--- src/rtl/imm_pkg.sv ---
// Shared definitions for the immediate-generation path: extension selects,
// RV32I opcodes and the buffered entry layout.
package imm_pkg;

  localparam logic [2:0] SEL_ITYPE = 3'd0;
  localparam logic [2:0] SEL_STYPE = 3'd1;
  localparam logic [2:0] SEL_BTYPE = 3'd2;
  localparam logic [2:0] SEL_UTYPE = 3'd3;
  localparam logic [2:0] SEL_JTYPE = 3'd4;
  localparam logic [2:0] SEL_NONE  = 3'b111;

  localparam logic [6:0] OP_LOAD   = 7'b0000011;
  localparam logic [6:0] OP_IMM    = 7'b0010011;
  localparam logic [6:0] OP_JALR   = 7'b1100111;
  localparam logic [6:0] OP_STORE  = 7'b0100011;
  localparam logic [6:0] OP_BRANCH = 7'b1100011;
  localparam logic [6:0] OP_LUI    = 7'b0110111;
  localparam logic [6:0] OP_AUIPC  = 7'b0010111;
  localparam logic [6:0] OP_JAL    = 7'b1101111;
  localparam logic [6:0] OP_REG    = 7'b0110011;

  typedef struct packed {
    logic [31:0] imm;
    logic [31:0] pc;
    logic [2:0]  sel;
    logic        illegal;
  } fifo_ent_t;

endpackage

--- src/rtl/SignExten.sv ---
// RV32I immediate extraction and sign extension; imm_in is instr[31:7],
// so instr bit k sits at imm_in[k-7].
module SignExten
  import imm_pkg::*;
(
  input  logic [2:0]  ExtenSel,
  input  logic [24:0] imm_in,
  output logic [31:0] imm_out
);

  always_comb begin
    imm_out = '0;
    case (ExtenSel)
      SEL_ITYPE: imm_out = {{20{imm_in[24]}}, imm_in[24:13]};
      SEL_STYPE: imm_out = {{20{imm_in[24]}}, imm_in[24:18], imm_in[4:0]};
      SEL_BTYPE: imm_out = {{20{imm_in[24]}}, imm_in[0], imm_in[23:18], imm_in[4:1], 1'b0};
      SEL_UTYPE: imm_out = {imm_in[24:5], 12'b0};
      SEL_JTYPE: imm_out = {{12{imm_in[24]}}, imm_in[12:5], imm_in[13], imm_in[23:14], 1'b0};
      default:   imm_out = '0;
    endcase
  end

endmodule

--- src/rtl/imm_gen_ctrl.sv ---
// Decodes the opcode, extends the immediate and queues {imm, pc, sel, illegal}
// in a 2-entry FIFO; every output is taken from registered state.
module imm_gen_ctrl
  import imm_pkg::*;
(
  input  logic        clk,
  input  logic        rst_n,
  input  logic        in_valid,
  output logic        in_ready,
  input  logic [31:0] in_instr,
  input  logic [31:0] in_pc,
  input  logic        flush,
  output logic        out_valid,
  input  logic        out_ready,
  output logic [31:0] out_imm,
  output logic [31:0] out_pc,
  output logic [2:0]  out_sel,
  output logic        out_illegal
);

  logic [2:0]  dec_sel;
  logic        dec_ill;
  logic [31:0] ext_imm;
  fifo_ent_t   new_ent;

  always_comb begin
    dec_sel = SEL_NONE;
    dec_ill = 1'b0;
    case (in_instr[6:0])
      OP_LOAD, OP_IMM, OP_JALR: dec_sel = SEL_ITYPE;
      OP_STORE:                 dec_sel = SEL_STYPE;
      OP_BRANCH:                dec_sel = SEL_BTYPE;
      OP_LUI, OP_AUIPC:         dec_sel = SEL_UTYPE;
      OP_JAL:                   dec_sel = SEL_JTYPE;
      OP_REG:                   dec_sel = SEL_NONE;
      default:                  dec_ill = 1'b1;
    endcase
  end

  SignExten u_sext (
    .ExtenSel (dec_sel),
    .imm_in   (in_instr[31:7]),
    .imm_out  (ext_imm)
  );

  always_comb begin
    new_ent.imm     = (dec_sel == SEL_NONE) ? 32'd0 : ext_imm;
    new_ent.pc      = in_pc;
    new_ent.sel     = dec_sel;
    new_ent.illegal = dec_ill;
  end

  fifo_ent_t [1:0] mem_q, mem_d;
  logic            wr_ptr_q, wr_ptr_d;
  logic            rd_ptr_q, rd_ptr_d;
  logic [1:0]      count_q, count_d;
  // Held low through reset so in_ready only rises on the first edge after release.
  logic            rdy_q;
  logic            push, pop;

  assign in_ready  = rdy_q && (count_q != 2'd2);
  assign out_valid = (count_q != 2'd0);
  assign push      = in_valid && in_ready;
  assign pop       = out_valid && out_ready;

  always_comb begin
    mem_d    = mem_q;
    wr_ptr_d = wr_ptr_q;
    rd_ptr_d = rd_ptr_q;
    count_d  = count_q;
    if (flush) begin
      wr_ptr_d = 1'b0;
      rd_ptr_d = 1'b0;
      count_d  = 2'd0;
    end else begin
      if (push) begin
        mem_d[wr_ptr_q] = new_ent;
        wr_ptr_d        = ~wr_ptr_q;
      end
      if (pop) rd_ptr_d = ~rd_ptr_q;
      count_d = count_q + {1'b0, push} - {1'b0, pop};
    end
  end

  always_ff @(posedge clk or negedge rst_n) begin
    if (!rst_n) begin
      mem_q    <= '0;
      wr_ptr_q <= 1'b0;
      rd_ptr_q <= 1'b0;
      count_q  <= 2'd0;
      rdy_q    <= 1'b0;
    end else begin
      mem_q    <= mem_d;
      wr_ptr_q <= wr_ptr_d;
      rd_ptr_q <= rd_ptr_d;
      count_q  <= count_d;
      rdy_q    <= 1'b1;
    end
  end

  assign out_imm     = mem_q[rd_ptr_q].imm;
  assign out_pc      = mem_q[rd_ptr_q].pc;
  assign out_sel     = mem_q[rd_ptr_q].sel;
  assign out_illegal = mem_q[rd_ptr_q].illegal;

endmodule
--- config.mk ---
export PLATFORM = sky130hd
export DESIGN_NAME = imm_gen_ctrl
export DESIGN_NICKNAME = d
export VERILOG_FILES = /design/src/rtl/imm_pkg.sv /design/src/rtl/SignExten.sv /design/src/rtl/imm_gen_ctrl.sv
export SDC_FILE = /design/constraint.sdc
export NUM_CORES = 1
export LEC_CHECK = 0
export CELL_PAD_IN_SITES_DETAIL_PLACEMENT = 1
export CELL_PAD_IN_SITES_GLOBAL_PLACEMENT = 1
export CORE_AREA = 2 2 133 161
export CTS_CLUSTER_DIAMETER = 120
export DETAILED_ROUTE_END_ITERATION = 7
export DIE_AREA = 0 0 135 163
export PLACE_DENSITY_LB_ADDON = 0.1
export SYNTH_ARGS = -nofsm -noshare
export SYNTH_HDL_FRONTEND = slang
export SYNTH_HIERARCHICAL = 1
export SYNTH_SLANG_ARGS = --single-unit
--- constraint.sdc ---
create_clock -name clk -period 1.9 [get_ports clk]
set_clock_uncertainty 0.2 [all_clocks]
set_input_delay 0.38 -clock clk [delete_from_list [all_inputs] [get_ports clk]]
set_output_delay 0.38 -clock clk [all_outputs]
set_load 0.05 [all_outputs]
; Word level (Yosys, flattened, before mapping)
; Cells that the tools add are included.
; Widths: inputs -> output; s select.
[word_totals]
mem_count = 0
word_cells = 61
register_bits = 141
ram_bits = 0
latch_bits = 0
rom_bits = 0
[classes]
div_mod_pow = 0
shift = 0
mux = 14
addsub = 2
order_cmp = 3
n_mul = 0
eq_ne = 15
bitwise = 3
n_reduce_logical = 12
[op_table]
columns = operator, n
row1 = $mux 68, 3
row2 = $pmux 32 s5, 1
row3 = $bwmux 136, 1
row4 = $demux 68 s1, 1
row5 = $mux 32, 1
row6 = $eq 7x6->1 const B, 3
row7 = $eq 7x7->1 const B, 3
row8 = $pmux 3 s5, 1
row9 = $eq 7x5->1 const B, 2
row10 = $reduce_or 9->1, 1
row11 = $eq 7x2->1 const B, 1
row12 = $eq 3x2->1 const B, 2
row13 = $eq 3x3->1 const B, 2
row14 = $reduce_bool 2->1, 3
row15 = $mux 1, 5
row16 = $logic_and 1x1->1, 4
row17 = $lt 1x2->1 const B, 2
row18 = $eq 3x1->1 const B, 1
row19 = $logic_not 3->1, 1
row20 = $not 1->1, 3
row21 = $reduce_or 3->1, 1
row22 = $add 2x1->2, 1
row23 = $mux 2, 1
row24 = $ne 2x2->1 const B, 1
row25 = other kinds (4), 4

; Longest topological paths before layout
; Gate-level depths: netlist (run 1).
[logic_depth]
word_depth = 7
mapped_depth = 12

; By module
; The synthesis (run 1) kept the hierarchy.
[modules_own_cells]
columns = mod, area_per_inst_um2, seq_area_each_um2, instances, cells_each
row1 = imm_gen_ctrl, 6736.5, 3528.4, 1, 697
row2 = SignExten, 540.5, 0.0, 1, 94

; Worst setup path after synthesis (run 1)
; OpenSTA, ideal clock, no wires.
[synth_path]
path_type = input port to flip-flop
startpoint = input in_instr[2]
endpoint = register mem_q[131] (netlist name)
setup_time_ps = 74
path_stages = 12
t_arrival_ps = 2206
slack_ps = -580
path_buffers = 3
path_cell_list = buf_4 > nor2_1 > o21ai_2 > a31oi_1 > nand2_1 > buf_6 > maj3_2 > nand2b_4 > buf_6 > nand2_1 > nand2_1 > o21ai_2
[synth_between]
elab_chain_cells = 7
[synth_lines]
columns = element, line_no
row1 = from (decl), imm_gen_ctrl.sv:10  ; input logic [31:0] in_instr,
row2 = $eq 7x2->1 (tied with other cells), imm_gen_ctrl.sv:29  ; case (in_instr[6:0])
row3 = $reduce_or 3->1 / $reduce_or 2->1 (equally long branches), n/a
row4 = $pmux 3 s5 *, imm_gen_ctrl.sv:29
row5 = named net dec_sel[2], imm_gen_ctrl.sv:21  ; logic [2:0] dec_sel;
row6 = $eq 3x3->1 (tied with other cells), SignExten.sv:13  ; case (ExtenSel)
row7 = $pmux 32 s5 *, SignExten.sv:13
row8 = named net ext_imm[27], imm_gen_ctrl.sv:23  ; logic [31:0] ext_imm;
row9 = $mux 32 *, imm_gen_ctrl.sv:47  ; new_ent.imm = (dec_sel == SEL_NONE) ? 32'd0 : ext_imm;
row10 = $bwmux 136 *, imm_gen_ctrl.sv:77  ; mem_d[wr_ptr_q] = new_ent;
row11 = to (signal assigned), imm_gen_ctrl.sv:93  ; mem_q <= mem_d;
row12 = to (decl), imm_gen_ctrl.sv:53  ; fifo_ent_t [1:0] mem_q, mem_d;
; Mark *: on every way through the listed nets, which the timed path passes. The rest lies on a longest branch.
; A chain may end at the register's enable or synchronous reset.

; Final worst setup path (run 1)
[layout_path]
startpoint = register rd_ptr_q
endpoint = output out_imm[2]
[layout_between]
elab_chain_cells = 2
[layout_lines]
columns = element, line_no
row1 = from (decl), imm_gen_ctrl.sv:55  ; logic rd_ptr_q, rd_ptr_d;
row2 = from (signal assigned), imm_gen_ctrl.sv:95  ; rd_ptr_q <= rd_ptr_d;
row3 = $mux 68 (2 in series), n/a
row4 = to (decl), imm_gen_ctrl.sv:15  ; output logic [31:0] out_imm,
; Every way passes these cells. The select of a mux whose other input is x is not followed.

==> flow_summary.yaml, run 1 <==
layout:
  n_fill_cell: 2262
  final_design_area_no_fill_um2: 11400
  n_antenna_cell: 0
  mostFrequentLayoutCell: "nand2_1"
  drive_gt1_share_pct: 45.0
  register_area_um2: 3530
  area_delta_synth_final_pct: 57.3
  multiInputGateArea_um2: 4040
  layout_common_cells: "nand2_1 (313), dfrtp_1 (140), buf_6 (79)"
  final_cell_count_no_fill: 1284
  nets: 1072
floorplanning:
  core_area_um2: 20600
  die_area_um2: 22000
  rows: 58
  fp.dieH_um: 163
  initial_core_util_pct: 35.3
  io_pins: 139
  die_w_um: 135
grt:
  grtUsageMet1_pct: 26.5
  top_usage_layer: "met2"
  use_met2_pct: 41.3
  grt_use_met3_pct: 3.55
  antenna_found_initial: 0
  grtUsageTotal_pct: 22.6
  grt_first_pass_wirelength_mm: 38.3
  grt_max_degree: 37
  overflow: 0
  grt_pass1_vias: 7274
detailed_routing:
  dr.first_iter.drc_count: 262
  wl_per_cell_um: 20.4
  vias_per_cell: 5.08
  drtPass1Iterations: 4
  vias: 6526
  ant_nets: 0
  drc: 0
  wl_mm: 26.3
power:
  power.leakage_nw: 5.28
  p_per_area_nw_per_um2: 1140
  peakVddDrop_mv: 0.784
clocking:
  cts_root_buf: "clkbuf_16"
  h-tree-depth: 4
  clk_path_buf_depth: 2
  cts_made_buffers: 17
  numClockSinks: 141
  tritoncts: "yes"
  clk_pin_slew_ns: 0.07
  worstSkewPairLatency_ns: 0.43
timing:
  tns_ns: -33.29
  whs_ns: 0.201
  grt_setup_unrepaired: "true"
  timing.final.crit_share_pct: 125
  fin_ws_ns: -0.483
  period_needed_ns: 2.38
  max_freq_mhz: 420
  maxSlewViolCount: 0
  setup_viol: 130
  hold_viol_final: 0
setup_path:
  crit_chain: "buf_12 > buf_12 > mux2_4 > buf_8"
  cp_top_family: "flip-flops"
  critical-path-slowest-cell: "dfrtp_4"
  required_ns: 1.32
  start_kind: "register"
  cp_num_buf_inv: 3
  slowest_delay_ns: 0.56
  crit_arrival_ns: 1.80
  crit_path_frequent_cell: "buf_12"
  cp-end-kind: "output port"
  cp_max_fo: 6
  worstSetupPathType: "register to output port"
synthesis:
  synth_nets: 862
  ys.flop_type: "dfrtp_1"
  syn_inst: 791
  yosys_warnings: 6
  synth-edff-count: 0
  synth_area_um2: 7280
  synth_seq_cells: 141
  ys_seq_area_share_pct: 48.5
  synth.distinct_cells: 41
  async_reset_ff_share_pct: 100
  syn_avg_cell_area_um2: 9.20
place:
  place_hpwl_mm: 15.9
  port_buffers: 138
  dpl_cell_area_um2: 9460
  pre_cts_slack_ns: -1.24
  place_inst: 1214
  gp_congestion: 0.782
flow_run:
  maxCapViolations: 0
run_status:
  violations: "negative setup slack"
  status: "finished with violations"
min_path:
  hold_class: "primary input to asynchronous set/reset pin"
-- state kept, by name (all words and copies together) (netlist names) --
register / cells
rdy_q: 1
count_q: 2
rd_ptr_q: 1
mem_q: 136
wr_ptr_q: 1
-- final cells by class --
type / instances / area share, %
clock buffer: 17 / 3.72
clock inverter: 15 / 1.36
inverter: 6 / 0.197
multi-input combinational: 590 / 35.3
sequential: 141 / 30.9
tap: 270 / 2.95
timing repair buffer: 245 / 25.6
-- metal layers --
layer / part of all wire, % / vias to the layer above
li1: - / 3010
met1: 41 / 3310
met2: 53 / 153
met3: 3.1 / 53
met4: 2.8 / 0
met5: 0 / -
-- worst register-to-register path: stages (launching register included) --
cell	delay, ns
dfrtp_1	0.39
buf_4	0.14
or2_4	0.23
and2_4	0.15
ha_4	0.26
inv_2	0.04
ha_4	0.15
xor2_2	0.14
xnor2_1	0.16
nor2_1	0.06
-- metrics by stage --
step	utilization, %	power [mW]
2_1_floorplan	-	7.04
3_3_place_gp	45.9	8.79
3_5_place_dp	45.9	8.97
4_1_cts	52.7	13.1
5_1_grt	55.5	13.7
6_report	55.5	13.1
-- power by group --
| part | leakage (nW) | total, mW | switching [mW] | internal, mW |
|---|---|---|---|---|
| clock | 0.273 | 3.36 | 1.51 | 1.85 |
| sequential | 1.86 | 4.05 | 0.377 | 3.67 |
| combinational | 3.15 | 5.70 | 3.06 | 2.63 |
-- final timing paths --
check                      startpoint    endpoint  slack (ns)  cells past startpoint
max                          rd_ptr_q  out_imm[2]       -0.48                      4
min                             rst_n   mem_q[10]        0.20                      2
max reg2reg                count_q[0]  count_q[1]       -0.12                      9
min reg2reg                 mem_q[83]   mem_q[83]        0.27                      2
max in group asynchronous       rst_n  mem_q[126]        0.72                      3
min in group clk            mem_q[83]   mem_q[83]        0.27                      2
-- kinds of logic (layout without fill, tap and decap cells) --
kind of cell	count (synthesis)	count (layout)	share of synthesized area (%)
DFF	141	141	48.5
other	1	1	0.0515
and+or+nand+nor	398	401	22.1
AOI/OAI and AO/OA	105	105	10.9
buffers and inverters	63	283	5.79
xor gates and xnor gates	4	4	0.482
adders and majority gates	3	3	0.499
muxes	76	76	11.7
-- synth_stat cells, types with 2 or more instances --
| cell | count | share of area (%) |
|---|---|---|
| ha_1 | 2 | 0.34 |
| nand3_1 | 3 | 0.21 |
| xor2_1 | 2 | 0.24 |
| clkbuf_1 | 13 | 0.67 |
| and3_1 | 2 | 0.17 |
| buf_12 | 6 | 1.7 |
| and2_1 | 4 | 0.34 |
| o22ai_1 | 12 | 1.0 |
| nor2_1 | 11 | 0.57 |
| o31ai_1 | 2 | 0.21 |
| a21oi_1 | 17 | 1.2 |
| nand2_1 | 349 | 18 |
| o21ai_2 | 61 | 7.3 |
| buf_2 | 28 | 1.9 |
| nor2b_1 | 9 | 0.77 |
| dfrtp_1 | 141 | 48 |
| and2b_1 | 2 | 0.21 |
| o21ai_0 | 5 | 0.34 |
| or2_2 | 2 | 0.17 |
| xnor2_1 | 2 | 0.24 |
| mux2_2 | 74 | 11 |
| a31oi_1 | 5 | 0.43 |
| nor3_1 | 2 | 0.14 |
| nand2b_1 | 6 | 0.52 |
| inv_1 | 6 | 0.31 |
| buf_6 | 4 | 0.62 |
| buf_4 | 6 | 0.62 |
| mux2i_1 | 2 | 0.28 |
-- timing repair --
action                     CTS  global route
setup buffers               15            14
hold buffers                 1             0
pin swaps                   44            61
hold endpoints to repair    53             0
setup endpoints to repair  134           145
gates resized for setup    176            91
gates cloned                 7             4
Note: power is estimated with default switching activity, not from simulation.
==> run 2, diff against run 1 <==
--- a/config.mk
+++ b/config.mk
@@ -7,10 +7,10 @@
 export LEC_CHECK = 0
 export CELL_PAD_IN_SITES_DETAIL_PLACEMENT = 1
 export CELL_PAD_IN_SITES_GLOBAL_PLACEMENT = 1
-export CORE_AREA = 2 2 133 161
+export CORE_AREA = 2 2 124 174
 export CTS_CLUSTER_DIAMETER = 120
 export DETAILED_ROUTE_END_ITERATION = 7
-export DIE_AREA = 0 0 135 163
+export DIE_AREA = 0 0 126 176
 export PLACE_DENSITY_LB_ADDON = 0.1
 export SYNTH_ARGS = -nofsm -noshare
 export SYNTH_HDL_FRONTEND = slang
==> flow_summary.yaml, run 2 (synthesis gave the netlist of run 1 again) <==
setup_path:
  cp_max_fo: 10
  r2r_start: "count_q[0]"
  crit_arrival_ns: 1.73
  required_ns: 1.32
  cp-end-kind: "output port"
  setup.worst_path.start: "rd_ptr_q"
  start_kind: "register"
  worstSetupPathType: "register to output port"
layout:
  n_fill_cell: 2229
  nets: 1070
  multiInputGateArea_um2: 4180
  top_register: "mem_q"
  area_delta_synth_final_pct: 57.7
  reg_top3: "mem_q (136), count_q (2)"
  mostFrequentLayoutCell: "nand2_1"
  final_util_pct: 56.0
  largest_reg_flops: 136
  register_area_um2: 3530
  drive_gt1_share_pct: 46.0
  final_cell_count_no_fill: 1268
  layout_common_cells: "nand2_1 (301), dfrtp_1 (140), buf_6 (68)"
  n_antenna_cell: 0
floorplanning:
  fp.dieH_um: 176
  die_w_um: 126
  initial_core_util_pct: 35.5
  io_pins: 139
  core_area_um2: 20500
  rows: 62
  die_area_um2: 22200
run_status:
  violations: "negative setup slack"
  status: "finished with violations"
grt:
  grt_first_pass_wirelength_mm: 39.0
  grt_use_met3_pct: 3.58
  top_usage_layer: "met2"
  grtUsageMet1_pct: 26.4
  overflow: 0
  grt_max_degree: 49
  grtUsageTotal_pct: 22.2
  use_met2_pct: 40.6
  antenna_found_initial: 0
  grt_pass1_vias: 7201
place:
  port_buffers: 138
  pre_cts_slack_ns: -1.02
  gp_congestion: 0.849
  place_hpwl_mm: 16.0
  place_inst: 1200
power:
  peakVddDrop_mv: 0.599
  power.leakage_nw: 5.29
  p_per_area_nw_per_um2: 1120
flow_run:
  maxCapViolations: 0
timing:
  grt_setup_unrepaired: "true"
  fin_ws_ns: -0.408
  hold_viol_final: 0
  max_freq_mhz: 433
  period_needed_ns: 2.31
  tns_ns: -31.53
  whs_ns: 0.264
  setup_viol: 132
  timing.final.crit_share_pct: 121
  maxSlewViolCount: 0
  tightest_slew_ns: 0.524
  max_slew_margin_pct: 65.1
clocking:
  cts_made_buffers: 17
  worstSkewPairLatency_ns: 0.42
  clk_path_buf_depth: 2
  clk_pin_slew_ns: 0.06
  numClockSinks: 141
  cts_root_buf: "clkbuf_16"
  h-tree-depth: 4
  tritoncts: "yes"
detailed_routing:
  wl_mm: 25.9
  vias_per_cell: 5.12
  drtPass1Iterations: 4
  vias: 6495
  drc: 0
  dr.first_iter.drc_count: 289
  wl_per_cell_um: 20.4
  ant_nets: 0
min_path:
  hold_class: "primary input to asynchronous set/reset pin"
## run 2: changes by cell type in the layout (fill, tap and decap cells not counted), sizes merged
cell / previous run / this run
dlygate4sd2: 0 / 2
buf: 179 / 176
inv: 13 / 14
nor2b: 11 / 10
clkbuf: 22 / 23
clkinvlp: 4 / 2
## run 2: final cells by class
class | count | area share (%)
clock buffer | 18 | 3.83
clock inverter | 14 | 1.30
inverter | 6 | 0.218
multi-input combinational | 589 | 36.4
sequential | 141 | 30.8
tap | 256 | 2.79
timing repair buffer | 244 | 24.7
## run 2: path summary, 6_finish.rpt
kind	depth (start not counted)	to	slack, ns
worst max register to register	8	count_q[1]	-0.01
max in group asynchronous	3	mem_q[97]	0.62
worst min register to register	2	mem_q[26]	0.27
min in group clk	2	mem_q[26]	0.27
worst min-delay path	2	mem_q[7]	0.26
worst max-delay path	4	out_imm[31]	-0.41
## run 2: worst max-delay path, cell delays in order (launching register included)
cell	delay, ns
dfrtp_4	0.54
buf_6	0.14
buf_12	0.14
mux2_4	0.33
buf_8	0.16
## run 2: report_power, final
group          switching (mW)  total, mW  internal, mW
Clock                    1.48       3.37          1.89
Sequential              0.382       4.05          3.67
Combinational            3.02       5.43          2.40
Total                    4.89       12.9          7.97
## run 2: metrics by stage
step	instance area [µm²]	total power [mW]
floorplan	7410	7.04
global route	11500	13.4
global placement	9470	8.77
finish	11500	12.9
detailed placement	9470	8.96
CTS	10900	12.7
## run 2: repair_timing
item                                    in CTS  in global routing
gates resized for setup                    190                101
hold buffers                                 1                  0
endpoints found under the setup margin     136                156
hold endpoints to repair                    41                  0
setup buffers                               18                 12
pin swaps                                   44                 38
gates cloned                                 2                  7
## run 2: layer usage
metal	up-vias	part of all wire (%)
met1	3308	39
met2	150	55
met4	0	2.3
met5	-	0
met3	39	3.1
li1	2998	-
